### config.mk
export PLATFORM = sky130hd
export DESIGN_NAME = seq_pattern_tx
export DESIGN_NICKNAME = d
export VERILOG_FILES = /design/src/rtl/seq_pattern_tx.sv
export SDC_FILE = /design/constraint.sdc
export NUM_CORES = 1
export LEC_CHECK = 0
export BUFFER_PORTS_ARGS = -buffer_cell sky130_fd_sc_hd__buf_2
export CORE_MARGIN = 4
export CORE_UTILIZATION = 59
export DETAILED_ROUTE_END_ITERATION = 10
export PLACE_DENSITY = 0.91
export SLEW_MARGIN = 20
export SYNTH_ARGS = -nofsm -noshare
export SYNTH_HDL_FRONTEND = slang
export SYNTH_SLANG_ARGS = --single-unit
### constraint.sdc
create_clock -name clk -period 2.92 [get_ports clk]
set_input_delay 0.584 -clock clk [delete_from_list [all_inputs] [get_ports clk]]
set_output_delay 0.584 -clock clk [all_outputs]
set_load 0.1 [all_outputs]
### src/rtl/seq_pattern_tx.sv
// Serial pattern transmitter: sends PATTERN MSB-first, repeated `count` times.
// Define SEQ_TX_GAP_EN to insert GAP_LEN idle cycles between repetitions.
module seq_pattern_tx #(
  parameter int unsigned       WIDTH   = 4,
  parameter logic [WIDTH-1:0]  PATTERN = 4'b1101,
  parameter int unsigned       GAP_LEN = 2
) (
  input  logic       clk,
  input  logic       reset,
  input  logic       start,
  input  logic [7:0] count,
  input  logic       abort,
  output logic       x,
  output logic       x_valid,
  output logic       busy,
  output logic       done
);

  localparam int unsigned CW = $clog2(WIDTH);

`ifdef SEQ_TX_GAP_EN
  typedef enum logic [1:0] {IDLE, SEND, GAP, DONE} state_e;
`else
  typedef enum logic [1:0] {IDLE, SEND, DONE} state_e;
`endif

  state_e           state_q, state_d;
  logic [WIDTH-1:0] shift_q, shift_d;
  logic [CW-1:0]    bit_cnt_q, bit_cnt_d;
  logic [7:0]       rep_q, rep_d;
`ifdef SEQ_TX_GAP_EN
  logic [3:0]       gap_cnt_q, gap_cnt_d;
`endif
  logic             x_q, x_d;
  logic             x_valid_q, x_valid_d;
  logic             busy_q, busy_d;
  logic             done_q, done_d;

  always_ff @(posedge clk) begin
    if (!reset) begin
      state_q   <= IDLE;
      shift_q   <= '0;
      bit_cnt_q <= '0;
      rep_q     <= '0;
`ifdef SEQ_TX_GAP_EN
      gap_cnt_q <= '0;
`endif
      x_q       <= 1'b0;
      x_valid_q <= 1'b0;
      busy_q    <= 1'b0;
      done_q    <= 1'b0;
    end else begin
      state_q   <= state_d;
      shift_q   <= shift_d;
      bit_cnt_q <= bit_cnt_d;
      rep_q     <= rep_d;
`ifdef SEQ_TX_GAP_EN
      gap_cnt_q <= gap_cnt_d;
`endif
      x_q       <= x_d;
      x_valid_q <= x_valid_d;
      busy_q    <= busy_d;
      done_q    <= done_d;
    end
  end

  // shift_q holds the bit currently on x at its MSB while in SEND.
  always_comb begin
    state_d   = state_q;
    shift_d   = shift_q;
    bit_cnt_d = bit_cnt_q;
    rep_d     = rep_q;
`ifdef SEQ_TX_GAP_EN
    gap_cnt_d = gap_cnt_q;
`endif
    if (abort && (state_q != IDLE)) begin
      state_d = IDLE;
    end else begin
      case (state_q)
        IDLE: begin
          if (start && !abort) begin
            if (count != 8'd0) begin
              rep_d     = count;
              shift_d   = PATTERN;
              bit_cnt_d = CW'(WIDTH - 1);
              state_d   = SEND;
            end else begin
              state_d = DONE;
            end
          end
        end
        SEND: begin
          shift_d = shift_q << 1;
          if (bit_cnt_q == '0) begin
            rep_d = rep_q - 8'd1;
            if (rep_q == 8'd1) begin
              state_d = DONE;
            end else begin
`ifdef SEQ_TX_GAP_EN
              gap_cnt_d = 4'(GAP_LEN - 1);
              state_d   = GAP;
`else
              shift_d   = PATTERN;
              bit_cnt_d = CW'(WIDTH - 1);
`endif
            end
          end else begin
            bit_cnt_d = bit_cnt_q - CW'(1);
          end
        end
`ifdef SEQ_TX_GAP_EN
        GAP: begin
          if (gap_cnt_q == 4'd0) begin
            shift_d   = PATTERN;
            bit_cnt_d = CW'(WIDTH - 1);
            state_d   = SEND;
          end else begin
            gap_cnt_d = gap_cnt_q - 4'd1;
          end
        end
`endif
        DONE:    state_d = IDLE;
        default: state_d = IDLE;
      endcase
    end
  end

  // Outputs are registered from the next state so they align with it.
  always_comb begin
    x_valid_d = (state_d == SEND);
    x_d       = (state_d == SEND) && shift_d[WIDTH-1];
    busy_d    = (state_d != IDLE);
    done_d    = (state_d == DONE);
  end

  assign x       = x_q;
  assign x_valid = x_valid_q;
  assign busy    = busy_q;
  assign done    = done_q;

endmodule

After elaboration in Yosys (flattened, before gate mapping)

Index checks and enable logic that the tools add are counted.

Output and inout port bits: 4
Bits of input ports: 12
Flip-flop bits (word level): 20

Multiplexer cells: 21
Add/subtract/negate cells: 2
Equal/unequal tests: 8
Bitwise gates (word level): 1
Reduce and logical (&&, ||, !) cells: 13

Operator list:

| operator                                                               | number |
|---|---|
| 8-bit 2-to-1 mux                                                       | 3 |
| 4-bit 2-to-1 mux                                                       | 5 |
| 2-bit 2-to-1 mux                                                       | 9 |
| 8-bit one-hot mux with 2 select lines                                  | 1 |
| 5-bit AND reduction                                                    | 2 |
| 8-bit by 1-bit equality test with 1-bit output (second input constant) | 1 |
| 2-bit one-hot mux with 2 select lines                                  | 2 |
| 4-bit one-hot mux with 2 select lines                                  | 1 |
| 8-bit nonzero test                                                     | 1 |
| 8-bit by 1-bit subtractor with 8-bit output (second input constant)    | 1 |
| 2-bit inequality test (second input constant)                          | 3 |
| 2-bit nonzero test                                                     | 3 |
| 2-bit by 1-bit equality test with 1-bit output (second input constant) | 2 |
| 2-bit zero test                                                        | 2 |
| 4-bit AND reduction                                                    | 1 |
| 1-bit logical AND                                                      | 3 |
| 3-bit inequality test (second input constant)                          | 1 |
| 2-bit equality test (second input constant)                            | 1 |
| 2-bit by 1-bit subtractor with 2-bit output (second input constant)    | 1 |
| 1-bit zero test                                                        | 1 |
| 1-bit inverter                                                         | 1 |

Longest topological paths before layout

Depth in word-level cells: 7
Mapped depth: 7
Mapped depth without buffers: 6

Least setup slack after synthesis

Ideal clock, no wire load.

Path type: input port to flip-flop
From: in count[4]
To: reg bit_cnt_q[0]
Stages: 4
Buffers on the path: 0
Data required time: 2.779 ns
Path slack: 1.028 ns
Data arrival time: 1.751 ns
Path through: or4_4 > o21a_1 > o211ai_1 > a221oi_1

Word-level cells in the longest chain between the ends: 3

Ends and longest elaborated chain:

| element                                | RTL line | text |
|---|---|---|
| start: declaration                     | 11       | `input logic [7:0] count,` |
| 8-bit nonzero test                     | 82       | `if (count != 8'd0) begin` |
| 2-bit inequality test (no source line) | -        |  |
| 5-bit AND reduction (no source line)   | -        |  |
| end signal: assignment                 | 55       | `bit_cnt_q <= bit_cnt_d;` |
| end: declaration                       | 29       | `logic [CW-1:0] bit_cnt_q, bit_cnt_d;` |

No other way between the ends.
A chain may end at the register's enable or synchronous reset.

Worst setup path in the final report

From: reg rep_q[0]
To: reg shift_q[1]

Word-level cells in the longest chain between the ends: 4

Ends and longest elaborated chain:

| element                                        | RTL line | text |
|---|---|---|
| start: declaration                             | 30       | `logic [7:0] rep_q, rep_d;` |
| start signal: assignment                       | 56       | `rep_q <= rep_d;` |
| 8-bit by 1-bit equality test with 1-bit output | 96       | `if (rep_q == 8'd1) begin` |
| 4-bit 2-to-1 mux                               | 96       |  |
| 4-bit 2-to-1 mux                               | 94       | `if (bit_cnt_q == '0) begin` |
| 4-bit one-hot mux with 2 select lines          | 79       | `case (state_q)` |
| end signal: assignment                         | 54       | `shift_q <= shift_d;` |
| end: declaration                               | 28       | `logic [WIDTH-1:0] shift_q, shift_d;` |

No other way between the ends.

==> metrics <==
maximum buffer depth of the clock tree 2; aggregate global-route resource usage 20.8%; design internal power between 0.4 and 0.5 mW; hold buffer count at CTS 0; final period utilization approximately 67%; mean instance size in the synthesized netlist between 8 and 9 sq um; worst slew margin relative to its limit a little under half; Die Wd about 51 microns; total die area around 2600 sq um; clk root buf sky130_fd_sc_hd__clkbuf_4; average routed wire per standard cell between 10 and 15 microns; Remaining DRCs 0; clk_lat worst skew ~310 ps; peak supply drop roughly 330 uV; CP Data Arrival Time 2190 ps; initial antenna violation count 0; Crit-path slowest cell sky130_fd_sc_hd__or4_1; area post-placement ~1200 sq um; clock tree from TritonCTS yes; hold crit path type reg -> reg; Synth Instances ~130; Setup Buffers After CTS 0; sequential power share about half; predominant post-synthesis flop cell sky130_fd_sc_hd__dfxtp_1; Post-Route Utilization 69.4%; global-route wire length before repair approximately 4.2 mm; proportion of register bits with asynchronous set or reset after synthesis 0%; CTS-repair resized insts 0; standard-cell rows 15; areal power density over the cells roughly 490 nW/um^2; CTS H-Tree Depth 1; critical path start-end classification reg -> reg; Worst Setup Start Kind flop; number of fillers in the final layout 138; number of synthesized register bits 20; mapped cell area approximately 1100 sq um; final hold violation count 0; total leakage power 0.469 nW; CORE AREA roughly 1700 sq um; Net Count, Synth about 140; fraction of layout instances using a drive strength above 1 19.0%; Non-Filler Cell Area, Final about 1200 sq um; count of TritonRoute iterations in the first routing pass 4; top fanout value on the critical path 6; Post-DP HPWL around 1.9 mm; clock period minus final worst setup slack between 1500 and 2000 ps; required time worst endpoint ~3200 ps; ports placed on the boundary 16; count of yosys warnings during synthesis 0; clock share of power around 27%; synth top area cells sky130_fd_sc_hd__dfxtp_1 (36%), sky130_fd_sc_hd__a21oi_1 (7.7%), sky130_fd_sc_hd__o32ai_1 (4.8%), sky130_fd_sc_hd__nand2_1 (4.1%), sky130_fd_sc_hd__nor2_1 (4.1%); remaining antenna violation count after routing 0; final setup violating endpoints 0; routed via count roughly 1,000; Final nets around 160; maximum clock frequency 0.514 GHz; outcome finished, final reports clean; Synth area leader sky130_fd_sc_hd__dfxtp_1; routed vias/inst 6.18; vias in the first global route ~1,000; delay contributed by the slowest stage of the critical path approximately 500 ps; worst-case register-to-register setup slack ~980 ps; final weighted congestion of routability-driven global placement 0.924; logic gate share of total power ~22%; setup clock skew after layout 5.30 ps; total clock buffers created by CTS 3; number of pins with negative max-slew slack in the final report 0; Net Sw Frac between 30% and 40%; number of DRC markers in iteration 0 34; library cell with the highest instance count after synthesis sky130_fd_sc_hd__dfxtp_1; total of buffers placed on input and output ports 15; Sum Neg Setup Slack 0 ps; top cell types by occurrence after synthesis sky130_fd_sc_hd__dfxtp_1 (20), sky130_fd_sc_hd__a21oi_1 (17), sky130_fd_sc_hd__nand2_1 (12), sky130_fd_sc_hd__nor2_1 (12), sky130_fd_sc_hd__inv_1 (8); CTS sink cnt 20; area growth from synthesis to layout 9.75%; setup repair after global routing missed its margin false; Die Y-Extent 51.3 microns; clock-pin transition on the worst setup and hold timing paths 110 ps; part of the Yosys area used for sequential elements 36.3%; worst path cell trace ha_1 -> nor3b_1 -> a21boi_0 -> or4_1 -> mux2i_1; count of inserted antenna diode cells 0; pin slew with the least headroom to its limit between 700 and 800 ps; number of maximum-capacitance constraint violations 0; starting density of the core a little over three fifths; number of enable flip-flop cells after synthesis 0; distinct cell type count of the synthesized netlist 40; global route total overflow 0; CP endpoint kind flop; switching power between 0.15 and 0.2 mW; total detailed-routing wirelength 2.50 mm; area share of the largest cell type after synthesis a little over a third; maximum number of pins on one net before global-route repair 20
==> through the flow <==
stage / hold slack [ps] / std cells / total power [mW] / worst slack, ps
floorplan: 422 / 129 / 0.406 / 1030
global placement: 436 / 163 / 0.432 / 803
detailed placement: 440 / 163 / 0.437 / 741
CTS: 457 / 167 / 0.598 / 1010
global route: 482 / 167 / 0.624 / 771
finish: 459 / 167 / 0.596 / 975
==> layout make-up <==
class                   count  area (sq um)  area share, %
repair buffers             15          75.1           6.20
flip-flops and latches     20           400           33.1
inverters                   8          30.0           2.48
clock buffers               4          36.3           3.00
multi-input cells          95           638           52.7
well taps                  25          31.3           2.58
==> kinds of logic after synthesis <==
kind of cell    Yosys count  share of synthesized area, %
buf+inv                  14                          5.90
compound gates           42                          26.4
fa+ha+maj                 3                          3.40
flops                    20                          36.3
simple gates             48                          26.2
mux                       2                          1.81
==> layout by cell type (no fill, tap or decap), types with 2 or more instances in the layout <==
master,instances
sky130_fd_sc_hd__clkbuf_4,3
sky130_fd_sc_hd__nor3b_1,4
sky130_fd_sc_hd__mux2i_1,2
sky130_fd_sc_hd__nand2_1,12
sky130_fd_sc_hd__nor3_1,2
sky130_fd_sc_hd__and2_1,2
sky130_fd_sc_hd__or4_4,2
sky130_fd_sc_hd__inv_1,8
sky130_fd_sc_hd__ha_1,3
sky130_fd_sc_hd__nand3_1,2
sky130_fd_sc_hd__dfxtp_1,20
sky130_fd_sc_hd__a2111oi_0,2
sky130_fd_sc_hd__and3_1,3
sky130_fd_sc_hd__nor2_1,12
sky130_fd_sc_hd__a21boi_0,3
sky130_fd_sc_hd__buf_2,15
sky130_fd_sc_hd__a211oi_1,2
sky130_fd_sc_hd__a21oi_1,17
sky130_fd_sc_hd__o32ai_1,6
sky130_fd_sc_hd__o21ai_0,3
==> power by group through the flow <==
stage	registers, mW	clock network [mW]	logic (mW)
finish	0.304	0.163	0.130
global route	0.305	0.176	0.143
CTS	0.303	0.167	0.128
detailed placement	0.309	0	0.128
global placement	0.308	0	0.123
floorplan	0.319	0	0.0874
==> final timing paths <==
| check | startpoint | cells after the start | endpoint |
|---|---|---|---|
| worst min-delay path | shift_q[0] | 2 | shift_q[0] |
| worst max-delay path | rep_q[0] | 5 | shift_q[1] |
| worst max register to register | rep_q[0] | 5 | shift_q[1] |
| worst min register to register | shift_q[0] | 2 | shift_q[0] |
==> routing by layer <==
| metal | part of all wire [%] | GRT usage, % | vias up | wire (microns) |
|---|---|---|---|---|
| met5 | 0 | 0 | - | 0 |
| met4 | 2.0 | 12.2 | 0 | 50 |
| met3 | 6.1 | 3.21 | 5 | 151 |
| met2 | 51 | 35.8 | 39 | 1270 |
| met1 | 41 | 24.2 | 483 | 1030 |
| li1 | - | - | 505 | - |
==> critical path: cells and delay by family (launching register included) <==
kind                     cells  cell delay, ps
adder cells (fa/ha/maj)      1             170
flip-flops                   1             440
AO/OA/AOI/OAI                1             270
AND/OR/NAND/NOR              2             870
multiplexers                 1             130
==> state kept, by name (all words and copies together), names as in the netlist <==
register	count
x_valid	1
shift_q	4
rep_q	8
x	1
state_q	2
bit_cnt_q	2
done	1
busy	1
Note: power is estimated with default switching activity, not from simulation.
